**src/rtl/map_pkg.sv**
```systemverilog
`default_nettype none
// ============================================================================
// Module      : map_pkg
// Description : Shared definitions for the Sokoban map path: cell codes, map
//               geometry, 640x480@60 VGA timing constants and the colour
//               palette used by the renderer.
// Revision    : 1.0 - initial release
// ============================================================================
package map_pkg;

    // Map geometry
    localparam int MAP_W      = 8;
    localparam int MAP_H      = 7;
    localparam int CELL_BITS  = 4;
    localparam int MAP_CELLS  = MAP_W * MAP_H;
    localparam int MAP_BITS   = MAP_CELLS * CELL_BITS;
    localparam int TILE_SIZE  = 32;
    localparam int MAP_PIX_W  = MAP_W * TILE_SIZE;
    localparam int MAP_PIX_H  = MAP_H * TILE_SIZE;

    // Cell codes (also consumed by map_display)
    localparam logic [3:0] CELL_FLOOR      = 4'd0;
    localparam logic [3:0] CELL_WALL       = 4'd1;
    localparam logic [3:0] CELL_BOX        = 4'd2;
    localparam logic [3:0] CELL_TARGET     = 4'd3;
    localparam logic [3:0] CELL_PLAYER     = 4'd4;
    localparam logic [3:0] CELL_BOX_TGT    = 4'd5;
    localparam logic [3:0] CELL_PLAYER_TGT = 4'd6;

    // VGA 640x480@60 timing, in pixel ticks / lines
    localparam logic [9:0] H_VISIBLE    = 10'd640;
    localparam logic [9:0] H_SYNC_START = 10'd656;
    localparam logic [9:0] H_SYNC_END   = 10'd752;
    localparam logic [9:0] H_TOTAL      = 10'd800;
    localparam logic [9:0] V_VISIBLE    = 10'd480;
    localparam logic [9:0] V_SYNC_START = 10'd490;
    localparam logic [9:0] V_SYNC_END   = 10'd492;
    localparam logic [9:0] V_TOTAL      = 10'd525;

    typedef logic [11:0] rgb_t;

    // Palette
    localparam rgb_t RGB_BLACK      = 12'h000;
    localparam rgb_t RGB_FLOOR      = 12'h222;
    localparam rgb_t RGB_WALL       = 12'h888;
    localparam rgb_t RGB_BOX        = 12'hA50;
    localparam rgb_t RGB_TARGET     = 12'h0A0;
    localparam rgb_t RGB_PLAYER     = 12'h00F;
    localparam rgb_t RGB_BOX_TGT    = 12'hFF0;
    localparam rgb_t RGB_PLAYER_TGT = 12'h0AF;
    localparam rgb_t RGB_WIN        = 12'h0F0;
    localparam rgb_t RGB_INVALID    = 12'hF0F;

    function automatic rgb_t palette(input logic [3:0] code);
        rgb_t c;
        case (code)
            CELL_FLOOR:      c = RGB_FLOOR;
            CELL_WALL:       c = RGB_WALL;
            CELL_BOX:        c = RGB_BOX;
            CELL_TARGET:     c = RGB_TARGET;
            CELL_PLAYER:     c = RGB_PLAYER;
            CELL_BOX_TGT:    c = RGB_BOX_TGT;
            CELL_PLAYER_TGT: c = RGB_PLAYER_TGT;
            default:         c = RGB_INVALID;   // corrupt map data stands out
        endcase
        return c;
    endfunction

endpackage
`default_nettype wire

```
**src/rtl/vga_timing.sv**
```systemverilog
`default_nettype none
// ============================================================================
// Module      : vga_timing
// Description : Pixel-tick divider plus 800x525 horizontal/vertical counters
//               with raw (undelayed) sync and visible-area decode.
// Ports       : clk, rst_n        - clock, async active-low reset
//               pix_tick_o        - one-clk enable every CLK_DIV clocks
//               h_o, v_o          - current pixel column / line
//               hsync_raw_o/vsync_raw_o - active-low sync from the counters
//               visible_o         - counters inside 640x480 active area
// Revision    : 1.0 - initial release
// ============================================================================
module vga_timing
    import map_pkg::*;
#(
    parameter int CLK_DIV = 4
) (
    input  logic       clk,
    input  logic       rst_n,
    output logic       pix_tick_o,
    output logic [9:0] h_o,
    output logic [9:0] v_o,
    output logic       hsync_raw_o,
    output logic       vsync_raw_o,
    output logic       visible_o
);

    localparam int               DIV_W    = (CLK_DIV > 1) ? $clog2(CLK_DIV) : 1;
    localparam logic [DIV_W-1:0] DIV_LAST = DIV_W'(CLK_DIV - 1);

    logic [DIV_W-1:0] div_q, div_d;
    logic [9:0]       h_q, h_d;
    logic [9:0]       v_q, v_d;

    always_comb begin
        pix_tick_o = (div_q == DIV_LAST);
        div_d      = pix_tick_o ? '0 : div_q + DIV_W'(1);
        h_d        = h_q;
        v_d        = v_q;
        if (pix_tick_o) begin
            if (h_q == H_TOTAL - 10'd1) begin
                h_d = '0;
                v_d = (v_q == V_TOTAL - 10'd1) ? '0 : v_q + 10'd1;
            end else begin
                h_d = h_q + 10'd1;
            end
        end
    end

    always_ff @(posedge clk or negedge rst_n) begin
        if (!rst_n) begin
            div_q <= '0;
            h_q   <= '0;
            v_q   <= '0;
        end else begin
            div_q <= div_d;
            h_q   <= h_d;
            v_q   <= v_d;
        end
    end

    assign h_o         = h_q;
    assign v_o         = v_q;
    assign hsync_raw_o = !((h_q >= H_SYNC_START) && (h_q < H_SYNC_END));
    assign vsync_raw_o = !((v_q >= V_SYNC_START) && (v_q < V_SYNC_END));
    assign visible_o   = (h_q < H_VISIBLE) && (v_q < V_VISIBLE);

endmodule
`default_nettype wire

```
**src/rtl/map_vga_render.sv**
```systemverilog
`default_nettype none
// ============================================================================
// Module      : map_vga_render
// Description : Draws the 8x7 Sokoban cell map on a 640x480@60 VGA display.
//               The map and win flag are snapshotted once per frame in
//               vertical blanking; colour and sync share a 2-tick pipeline.
// Ports       : clk, rst_n        - clock, async active-low reset
//               map_data_in[223:0]- 56 cells x 4 bits, row-major, (0,0) in [3:0]
//               win_flag          - stage solved (green border)
//               hsync, vsync      - active-low sync, aligned with colour
//               vga_r/g/b[3:0]    - pixel colour
//               frame_start       - one-clk pulse after each snapshot
// Revision    : 1.0 - initial release
// ============================================================================
module map_vga_render
    import map_pkg::*;
#(
    parameter int CLK_DIV = 4,
    parameter int X0      = 192,
    parameter int Y0      = 128
) (
    input  logic                clk,
    input  logic                rst_n,
    input  logic [MAP_BITS-1:0] map_data_in,
    input  logic                win_flag,
    output logic                hsync,
    output logic                vsync,
    output logic [3:0]          vga_r,
    output logic [3:0]          vga_g,
    output logic [3:0]          vga_b,
    output logic                frame_start
);

    localparam logic [9:0] MAP_X0 = 10'(X0);
    localparam logic [9:0] MAP_X1 = 10'(X0 + MAP_PIX_W);
    localparam logic [9:0] MAP_Y0 = 10'(Y0);
    localparam logic [9:0] MAP_Y1 = 10'(Y0 + MAP_PIX_H);

    logic       pix_tick;
    logic [9:0] h, v;
    logic       hsync_raw, vsync_raw, visible;

    vga_timing #(
        .CLK_DIV (CLK_DIV)
    ) u_timing (
        .clk         (clk),
        .rst_n       (rst_n),
        .pix_tick_o  (pix_tick),
        .h_o         (h),
        .v_o         (v),
        .hsync_raw_o (hsync_raw),
        .vsync_raw_o (vsync_raw),
        .visible_o   (visible)
    );

    // ---------------- frame snapshot ----------------
    logic [MAP_BITS-1:0] map_q;
    logic                win_q;
    logic                frame_start_q;
    logic                snap;

    assign snap = pix_tick && (h == 10'd0) && (v == V_VISIBLE);

    always_ff @(posedge clk or negedge rst_n) begin
        if (!rst_n) begin
            map_q         <= '0;
            win_q         <= 1'b0;
            frame_start_q <= 1'b0;
        end else begin
            frame_start_q <= snap;
            if (snap) begin
                map_q <= map_data_in;
                win_q <= win_flag;
            end
        end
    end

    // ---------------- tile decode ----------------
    // Offsets are only meaningful inside the map; the low 8 bits cover the
    // full 256-pixel extent (col/row in [7:5], tile position in [4:0]).
    logic [7:0]   dx, dy;
    logic         in_map, grid;
    logic [5:0]   cell_idx;
    logic [255:0] map_ext;
    logic [3:0]   cell_code;

    assign dx       = 8'(h - MAP_X0);
    assign dy       = 8'(v - MAP_Y0);
    assign in_map   = (h >= MAP_X0) && (h < MAP_X1) && (v >= MAP_Y0) && (v < MAP_Y1);
    assign grid     = (dx[4:0] == 5'd0) || (dy[4:0] == 5'd0);
    assign cell_idx = {dy[7:5], dx[7:5]};          // row*8 + col
    // Zero-padded to 64 cells so an out-of-map index never selects past the end.
    assign map_ext  = 256'(map_q);
    assign cell_code = map_ext[{cell_idx, 2'b00} +: CELL_BITS];

    // ---------------- stage 1 ----------------
    logic       in_map_q, grid_q, blank_q, hs1_q, vs1_q;
    logic [3:0] code_q;

    always_ff @(posedge clk or negedge rst_n) begin
        if (!rst_n) begin
            in_map_q <= 1'b0;
            grid_q   <= 1'b0;
            blank_q  <= 1'b1;
            code_q   <= CELL_FLOOR;
            hs1_q    <= 1'b1;
            vs1_q    <= 1'b1;
        end else if (pix_tick) begin
            in_map_q <= in_map;
            grid_q   <= grid;
            blank_q  <= !visible;
            code_q   <= cell_code;
            hs1_q    <= hsync_raw;
            vs1_q    <= vsync_raw;
        end
    end

    // ---------------- stage 2 ----------------
    rgb_t rgb_d, rgb_q;
    logic hsync_q, vsync_q;

    always_comb begin
        rgb_d = RGB_BLACK;
        if (blank_q) begin
            rgb_d = RGB_BLACK;
        end else if (in_map_q && grid_q) begin
            rgb_d = RGB_BLACK;
        end else if (in_map_q) begin
            rgb_d = palette(code_q);
        end else if (win_q) begin
            rgb_d = RGB_WIN;
        end
    end

    always_ff @(posedge clk or negedge rst_n) begin
        if (!rst_n) begin
            rgb_q   <= RGB_BLACK;
            hsync_q <= 1'b1;
            vsync_q <= 1'b1;
        end else if (pix_tick) begin
            rgb_q   <= rgb_d;
            hsync_q <= hs1_q;
            vsync_q <= vs1_q;
        end
    end

    assign hsync       = hsync_q;
    assign vsync       = vsync_q;
    assign vga_r       = rgb_q[11:8];
    assign vga_g       = rgb_q[7:4];
    assign vga_b       = rgb_q[3:0];
    assign frame_start = frame_start_q;

endmodule
`default_nettype wire
```
**config.mk**
```make
export PLATFORM = sky130hd
export DESIGN_NAME = map_vga_render
export DESIGN_NICKNAME = d
export VERILOG_FILES = /design/src/rtl/map_pkg.sv /design/src/rtl/vga_timing.sv /design/src/rtl/map_vga_render.sv
export SDC_FILE = /design/constraint.sdc
export NUM_CORES = 1
export LEC_CHECK = 0
export CAP_MARGIN = 20
export CORE_MARGIN = 1
export CORE_UTILIZATION = 45
export DETAILED_ROUTE_END_ITERATION = 10
export PLACE_DENSITY = 0.81
export SLEW_MARGIN = 5
export SYNTH_ARGS = -nofsm -noshare
export SYNTH_HDL_FRONTEND = slang
export SYNTH_SLANG_ARGS = --single-unit
```
**constraint.sdc**
```tcl
create_clock -name clk -period 4.3 [get_ports clk]
set_input_delay 0.645 -clock clk [delete_from_list [all_inputs] [get_ports clk]]
set_output_delay 0.645 -clock clk [all_outputs]
set_load 0.02 [all_outputs]
```
; Word-level counts from Yosys, hierarchy flattened
; Cells that the tools add are included.
[totals]
ff_bits = 271
inputBits = 227
output_inout_bits = 15
word_cells = 67
[classes]
add_sub_neg = 5
order_cmp = 10
eq_ne = 10
shifts = 1
n_mux = 8
reduce_logical = 18
[ops]
columns = op, n
row1 = variable part select 256 x 9 -> 4 bit, 1
row2 = one-hot mux 12 bit (7 select lines), 1
row3 = < comparator 10 x 9 -> 1 bit (second input constant), 4
row4 = 2-to-1 mux 12 bit, 3
row5 = adder 10 x 1 -> 10 bit (second input constant), 2
row6 = == test 10 bit (second input constant), 2
row7 = >= comparator 10 x 8 -> 1 bit (second input constant), 2
row8 = < comparator 10 bit (second input constant), 2
row9 = 2-to-1 mux 10 bit, 2
row10 = subtractor 8 bit (second input constant), 2
row11 = == test 4 x 3 -> 1 bit (second input constant), 3
row12 = == test 10 x 9 -> 1 bit (second input constant), 1
row13 = >= comparator 10 bit (second input constant), 1
row14 = >= comparator 10 x 9 -> 1 bit (second input constant), 1
row15 = logical NOT 10 bit, 1
row16 = logical NOT 5 bit, 2
row17 = logical AND 1 bit, 9
row18 = == test 4 x 2 -> 1 bit (second input constant), 2
row19 = 2-to-1 mux 8 bit, 1
row20 = == test 4 x 1 -> 1 bit (second input constant), 1
row21 = logical NOT 4 bit, 1
row22 = logical NOT 1 bit, 3
row23 = adder 2 x 1 -> 2 bit (second input constant), 1
row24 = == test 2 bit (second input constant), 1
row25 = other kinds (3), 3

; Depth between registers and ports, before layout
; Gate-level depths: netlist of the first run.
[logic_depth]
ltp_word = 5
ltp_mapped = 12
depth_no_buf = 7

; Cells and area by module
; A second synthesis of the first run with hierarchy kept.
[hier_totals]
cells_unflattened = 885
hier_area_um2 = 13027.5
[modules_own_cells]
columns = module, n_inst, cells_each, area_per_inst_um2, seq_area_each_um2
row1 = map_vga_render, 1, 773, 11861.4, 6162.2
row2 = vga_timing, 1, 112, 1166.1, 550.5

; Least setup slack after synthesis of the first run
; No wires, ideal clock.
[synth_timing]
kind = register to register
from = reg u_timing.h_q[6] (netlist: u_timing.h_o[6])
to = reg map_q[100]
setup_time_ns = 0.127
arrival_ns = 2.776
t_required_ns = 4.173
slack_ns = 1.397
path_stages_with_launch = 13
path_buffers = 5
period_less_slack_ns = 2.903
cell_sequence = dfrtp_1 > buf_2 > inv_2 > buf_1 > ha_1 > nand2b_4 > or4_1 > nor2_1 > and4_1 > buf_4 > buf_8 > buf_8 > mux2_1
[synth_via]
elab_chain_cells = 3
[synth_rtl]
columns = element, line
row1 = start: declaration, vga_timing.sv:32  ; logic [9:0] h_q, h_d;
row2 = start signal: assignment, vga_timing.sv:53  ; h_q <= '0;
row3 = start signal: assignment, vga_timing.sv:57  ; h_q <= h_d;
row4 = logical NOT 10 bit, map_vga_render.sv:62  ; assign snap = pix_tick && (h == 10'd0) && (v == V_VISIBLE);
row5 = logical AND 1 bit (2 in series), map_vga_render.sv:62
row6 = end signal: assignment, map_vga_render.sv:72  ; map_q <= map_data_in;
row7 = end: declaration, map_vga_render.sv:57  ; logic [MAP_BITS-1:0] map_q;
; Every way passes these cells.
; A chain may end at the register's enable or synchronous reset.

; Worst setup path after layout of the first run
[layout_timing]
from = reg u_timing.h_q[7] (netlist: u_timing.h_o[7])
to = reg code_q[0]
[layout_via]
elab_chain_cells = 2
[layout_rtl]
columns = element, line
row1 = subtractor 8 bit, map_vga_render.sv:87  ; assign dx = 8'(h - MAP_X0);
row2 = variable part select 256 x 9 -> 4 bit, map_vga_render.sv:94  ; assign cell_code = map_ext[{cell_idx, 2'b00} +: CELL_BITS];
row3 = end signal: assignment, map_vga_render.sv:112  ; code_q <= cell_code;
row4 = end: declaration, map_vga_render.sv:98  ; logic [3:0] code_q;
; Every way passes these cells.

==> flow_summary.json, run 1 <==
{
  "async_flop_share": 1.00,
  "ff2ff_path_depth": 7,
  "wl_per_cell_um": 20.3,
  "clkPwrFrac": 0.467,
  "netlist_area_um2": 12500,
  "totalWireLength_mm": 30.0,
  "vdd_drop_max_v": 0.000304,
  "start_util": 0.461,
  "slowest_stage": "ha_2",
  "synth_edf_count": 0,
  "grt_pass1_wl_mm": 47.4,
  "grt_usage": 0.217,
  "synth_top_area_frac": 0.526,
  "worstPathCellList": "inv_1 > ha_2 > nor2b_1 > a22oi_1 > a22oi_1 > a21oi_1 > o32a_1",
  "required_ns": 4.73,
  "worst_pin_slew_ns": 1.01,
  "grt-ovfl-total": 0,
  "fin_skew_ns": 0.0175,
  "postCtsSetupBuffers": 0,
  "die_h_um": 169,
  "synth_flop_cell": "dfrtp_1",
  "core_area_um2": 27100,
  "rsz0062_at_grt": "no",
  "slowest_delay_ns": 1.01,
  "fmax_mhz": 326,
  "yosysTopAreaCell": "dfrtp_1",
  "crit_fanout": 35,
  "grt_start_max_net_pins": 113,
  "netSwitchingFraction": 0.203,
  "first_pass_iters": 4,
  "place.gp.congestion": 0.834,
  "synth_area_leaders": "dfrtp_1, mux2_1, mux4_2, mux2_2, mux2i_1",
  "p_switching_uw": 1060,
  "die_width_um": 169,
  "clockRootBuffer": "clkbuf_16",
  "drive_above_1_share": 0.180,
  "clk_pin_slew_ns": 0.07,
  "slew_viol_final": 0,
  "rows": 60,
  "crit_family": "adder cells",
  "cts_resized": 0,
  "vias": 7912,
  "insertion_delay_ns": 0.54,
  "crit_start": "u_timing.h_o[7]$_DFFE_PN0P_",
  "synth_cell_types": 56,
  "grt_antenna_before_repair": 5,
  "worstSetupPathType": "reg2reg",
  "p_int_uw": 4170,
  "cts_buffers": 28,
  "drc": 0,
  "htreeDepth": 1,
  "postSynthAreaPerCell_um2": 14.6,
  "dp_hpwl_mm": 21.4,
  "cp-start-kind": "register",
  "rr_startpoint": "u_timing.h_o[7]$_DFFE_PN0P_",
  "crit_top_cell": "a22oi_1",
  "power_density_nw_per_um2": 326,
  "postSynthCellCount": 859,
  "min_period_ns": 3.07,
  "synthesis.nets": 1094,
  "hold_class": "in2async",
  "clock_path_buffers": 3,
  "finalSetupTns_ns": 0,
  "power_frac_seq": 0.482,
  "hold_violations": 0,
  "cts_tree": "done",
  "synth-seq-area-share": 0.537,
  "area_growth_pct": 28.1,
  "io_pins": 242,
  "grt_pass1_vias": 8444,
  "vias_per_cell": 5.34,
  "fin_crit_sh": 0.714,
  "die_area_um2": 28500,
  "drtIter0Drc": 437,
  "cts_sinks": 268,
  "power_leakage_uw": 0.00741,
  "hold_slack_ns": 0.162,
  "crit_path_end_kind": "register",
  "critPathArrivalTime_ns": 3.50,
  "nFillCells": 2131,
  "worstSetupPathDepth": 7,
  "yosysWarnings": 0,
  "max_slew_margin": 0.328,
  "drv_cap": 0,
  "setup_viol": 0,
  "pwr-share-comb": 0.051,
  "drtAntennaViolNets": 0,
  "hold_buffers": 0,
  "synth.ff_latch_count": 268,
  "cp_num_buf_inv": 1,
  "status": "completed",
  "port_buffers": 241,
  "nets": 1320
}
[per-stage QoR]
stage / util / cell area [µm²] / setup WS [ns] / power, µW / cells
global placement: 0.556 / 15100 / 1.27 / 2840 / 1427
CTS: 0.591 / 16000 / 1.25 / 5290 / 1479
global route: 0.591 / 16000 / 1.03 / 5400 / 1481
floorplan: - / 12500 / 1.40 / 2570 / 859
detailed placement: 0.556 / 15100 / 1.27 / 2840 / 1427
finish: 0.591 / 16000 / 1.23 / 5230 / 1482
[power groups by stage]
| stage | Combinational [µW] | Clock (µW) | Sequential [µW] |
|---|---|---|---|
| 2_1_floorplan | 1.86 | 0 | 2570 |
| 3_3_place_gp | 269 | 0 | 2570 |
| 3_5_place_dp | 271 | 0 | 2570 |
| 4_1_cts | 272 | 2490 | 2520 |
| 5_1_grt | 288 | 2590 | 2520 |
| 6_report | 266 | 2440 | 2520 |
[layer usage]
metal / track usage / vias up / routed length [µm]
met3: 0.0613 / 42 / 2350
met1: 0.271 / 3993 / 12200
li1: - / 3624 / -
met4: 0.0625 / 4 / 692
met2: 0.366 / 249 / 14700
met5: 0 / - / 26
[flip-flops by register name (all words and copies together), names as in the netlist]
name,flops
map_q,224
u_timing.h_o,10
u_timing.v_o,10
rgb_q,9
code_q,4
u_timing.div_q,2
blank_q,1
frame_start,1
grid_q,1
hs1_q,1
hsync,1
in_map_q,1
vs1_q,1
vsync,1
win_q,1
[worst paths after layout]
check | to | slack, ns
worst max-delay path | code_q[0]$_DFFE_PN0P_ | 1.23
worst min-delay path | map_q[5]$_DFFE_PN0P_ | 0.16
worst max register to register | code_q[0]$_DFFE_PN0P_ | 1.23
worst min register to register | u_timing.div_q[0]$_DFF_PN0_ | 0.43
max in group asynchronous | map_q[162]$_DFFE_PN0P_ | 3.04
min in group clk | u_timing.div_q[0]$_DFF_PN0_ | 0.43
[Yosys cell counts (2+ instances only)]
cell,instances
a211oi_1,2
a21oi_1,20
a22o_1,3
a22oi_1,9
a31oi_1,3
and2_1,2
and3_1,3
and4_1,3
buf_1,5
buf_2,4
buf_4,14
buf_6,10
buf_8,11
clkbuf_1,14
dfrtp_1,263
dfstp_2,5
ha_1,8
inv_1,12
mux2_1,150
mux2_2,79
mux2i_1,32
mux4_2,46
nand2_1,29
nand2b_1,3
nand3_1,14
nand4_1,7
nor2_1,17
nor2b_1,4
nor3_1,6
nor3b_1,2
nor4_1,2
nor4b_1,2
o21ai_0,20
o22a_1,3
o22ai_1,4
o2bb2ai_1,7
o32a_1,3
or2_2,3
or3_1,4
or3b_2,2
xnor2_1,10
xor2_1,5
[cells by family (layout without fill, tap and decap cells)]
| group | count (synthesis) | in the layout | synth area share |
|---|---|---|---|
| muxes | 307 | 307 | 0.315 |
| DFF | 268 | 268 | 0.537 |
| and+or+nand+nor | 108 | 108 | 0.0457 |
| AOI/OAI and AO/OA | 81 | 81 | 0.0422 |
| buffers and inverters | 72 | 320 | 0.0421 |
| xor gates and xnor gates | 15 | 15 | 0.0105 |
| adders and majority gates | 8 | 8 | 0.00800 |
| other | 0 | 3 | 0 |
[cells in the final DEF, fill, tap and decap left out, types with 4 or more instances in the layout]
cell | netlist | final
a22oi_1 | 9 | 9
xor2_1 | 5 | 5
nand3_1 | 14 | 14
xnor2_1 | 10 | 10
o21ai_0 | 20 | 20
buf_4 | 14 | 9
nor3_1 | 6 | 6
dfstp_2 | 5 | 5
clkdlybuf4s50_1 | 0 | 240
nand2_1 | 29 | 29
a21oi_1 | 20 | 20
nand4_1 | 7 | 7
nor2b_1 | 4 | 4
mux2i_1 | 32 | 32
mux2_1 | 150 | 150
mux2_2 | 79 | 79
o22ai_1 | 4 | 4
inv_1 | 12 | 12
clkbuf_16 | 0 | 29
clkbuf_1 | 14 | 7
nor2_1 | 17 | 17
o2bb2ai_1 | 7 | 7
clkbuf_8 | 0 | 10
mux4_2 | 46 | 46
or3_1 | 4 | 4
buf_12 | 0 | 4
ha_1 | 8 | 7
clkinv_2 | 0 | 5
dfrtp_1 | 263 | 262
[layout make-up]
cell class              count  area, µm²  area share
inverters                  14       52.6     0.00328
multi-input cells         519       5270       0.329
clock inverters             6       55.1     0.00344
well taps                 372        465      0.0290
diodes                      3       7.51    0.000469
repair buffers            254       2560       0.160
flip-flops and latches    268       6720       0.419
clock buffers              46        890      0.0555
[worst reg2reg max path, delay by kind of cell, from the launching register on]
family / cells / cell delay [ns]
and+or+nand+nor: 1 / 0.56
buffers and inverters: 1 / 0.07
adders and majority gates: 1 / 1.01
AOI/OAI and AO/OA: 4 / 0.90
DFF: 1 / 0.43
Power figures use the tool's default switching activity.
==> run 2: changes to the inputs <==
- clock period: 4.3 -> 3.06 ns (I/O delays scaled with it)
==> flow_summary.json, run 2 (synthesis gave the netlist of run 1 again) <==
{
  "worst_pin_slew_ns": 0.691,
  "wl_per_cell_um": 20.0,
  "netSwitchingFraction": 0.212,
  "first_pass_iters": 5,
  "required_ns": 3.50,
  "grt_usage": 0.215,
  "grt-ovfl-total": 0,
  "vdd_drop_max_v": 0.000333,
  "vias": 8093,
  "worstPathCellList": "inv_1 > ha_2 > buf_4 > mux4_2 > mux2i_1 > o22a_1 > o21ai_0 > o32a_1",
  "vias_per_cell": 5.42,
  "crit_fanout": 13,
  "slew_viol_final": 0,
  "place.gp.congestion": 0.896,
  "worst_slack_ns": 0.507,
  "insertion_delay_ns": 0.55,
  "grt_antenna_before_repair": 4,
  "nets": 1333,
  "pwr-share-comb": 0.053,
  "cts_buffers": 29,
  "power_leakage_uw": 0.00747,
  "clk_pin_slew_ns": 0.07,
  "nFillCells": 2102,
  "htreeDepth": 1,
  "start_util": 0.461,
  "drive_above_1_share": 0.187,
  "grt_pass1_wl_mm": 47.1,
  "clockRootBuffer": "clkbuf_16",
  "cts_sinks": 268,
  "rows": 60,
  "port_buffers": 241,
  "drv_cap": 0,
  "setup_viol": 0,
  "slowest_delay_ns": 0.55,
  "grt_pass1_vias": 8474,
  "critPathArrivalTime_ns": 2.99,
  "hold_violations": 0,
  "die_h_um": 169,
  "crit_path_end_kind": "register",
  "die_area_um2": 28500,
  "power_frac_seq": 0.486,
  "io_pins": 242,
  "fin_crit_sh": 0.834,
  "max_slew_margin": 0.540,
  "top_register": "map_q",
  "fin_skew_ns": 0.0117,
  "status": "completed",
  "cts_tree": "done",
  "cp-start-kind": "register",
  "hold_class": "reg2reg",
  "drc": 0,
  "drtAntennaViolNets": 0,
  "area_growth_pct": 28.9,
  "p_int_uw": 5740,
  "final_common_cell": "dfrtp_1",
  "final_cell_mix": "dfrtp_1, clkdlybuf4s50_1, mux2_1",
  "fmax_mhz": 392,
  "p_switching_uw": 1550,
  "clock_path_buffers": 3,
  "worstSetupPathType": "reg2reg",
  "postCtsSetupBuffers": 0,
  "cp_num_buf_inv": 2,
  "slowest_stage": "ha_2",
  "clkPwrFrac": 0.462,
  "r2r_setup_slack_ns": 0.51,
  "largest_reg_flops": 224,
  "dp_slack_ns": 0.504,
  "core_area_um2": 27100,
  "min_period_ns": 2.55,
  "die_width_um": 169,
  "rsz0062_at_grt": "no",
  "dp_hpwl_mm": 21.6,
  "finalSetupTns_ns": 0,
  "totalWireLength_mm": 29.8,
  "drtIter0Drc": 536,
  "crit_family": "multiplexers",
  "fin_util": 0.595,
  "grt_start_max_net_pins": 90,
  "power_density_nw_per_um2": 452
}
==> run 2: routing by layer <==
layer	GRT usage	wire, µm	up-vias
met5	0	25	-
met4	0.0609	688	4
met2	0.350	14200	266
li1	-	-	3649
met1	0.290	12800	4125
met3	0.0458	2020	49
==> run 2: cell type report <==
cell class	instances	area (µm²)	area share
inverters	14	52.6	0.00326
flip-flops and latches	268	6720	0.417
clock inverters	11	101	0.00629
multi-input cells	519	5270	0.327
repair buffers	266	2700	0.167
well taps	372	465	0.0289
diodes	2	5.00	0.000310
clock buffers	42	815	0.0505
==> run 2: per-stage QoR <==
step / hold slack, ns / instance area, µm² / instances / total power, µW
finish: 0.448 / 16100 / 1494 / 7290
global route: 0.452 / 16100 / 1493 / 7530
CTS: 0.440 / 16100 / 1492 / 7360
detailed placement: 0.432 / 15200 / 1438 / 4000
global placement: 0.413 / 15200 / 1438 / 3990
floorplan: 0.163 / 12500 / 859 / 3610
==> run 2: worst paths after layout <==
path,startpoint,to,cells after the start
setup / recovery,u_timing.h_o[7]$_DFFE_PN0P_,code_q[0]$_DFFE_PN0P_,8
hold / removal,u_timing.div_q[0]$_DFF_PN0_,u_timing.div_q[0]$_DFF_PN0_,1
min in group asynchronous,rst_n,map_q[13]$_DFFE_PN0P_,2
setup reg to reg,u_timing.h_o[7]$_DFFE_PN0P_,code_q[0]$_DFFE_PN0P_,8
max in group asynchronous,rst_n,map_q[189]$_DFFE_PN0P_,3
hold reg to reg,u_timing.div_q[0]$_DFF_PN0_,u_timing.div_q[0]$_DFF_PN0_,1
==> run 2: power groups by stage <==
| stage | clock [µW] | combinational (µW) | sequential, µW |
|---|---|---|---|
| after floorplan | 0 | 2.62 | 3610 |
| after detailed placement | 0 | 387 | 3610 |
| final | 3370 | 383 | 3540 |
| after global routing | 3570 | 414 | 3540 |
| after CTS | 3420 | 391 | 3540 |
| after global placement | 0 | 386 | 3610 |
==> run 2: repair_timing <==
item	CTS	global route
resized for setup	0	0
hold buffers	1	0
hold endpoints to repair	82	0
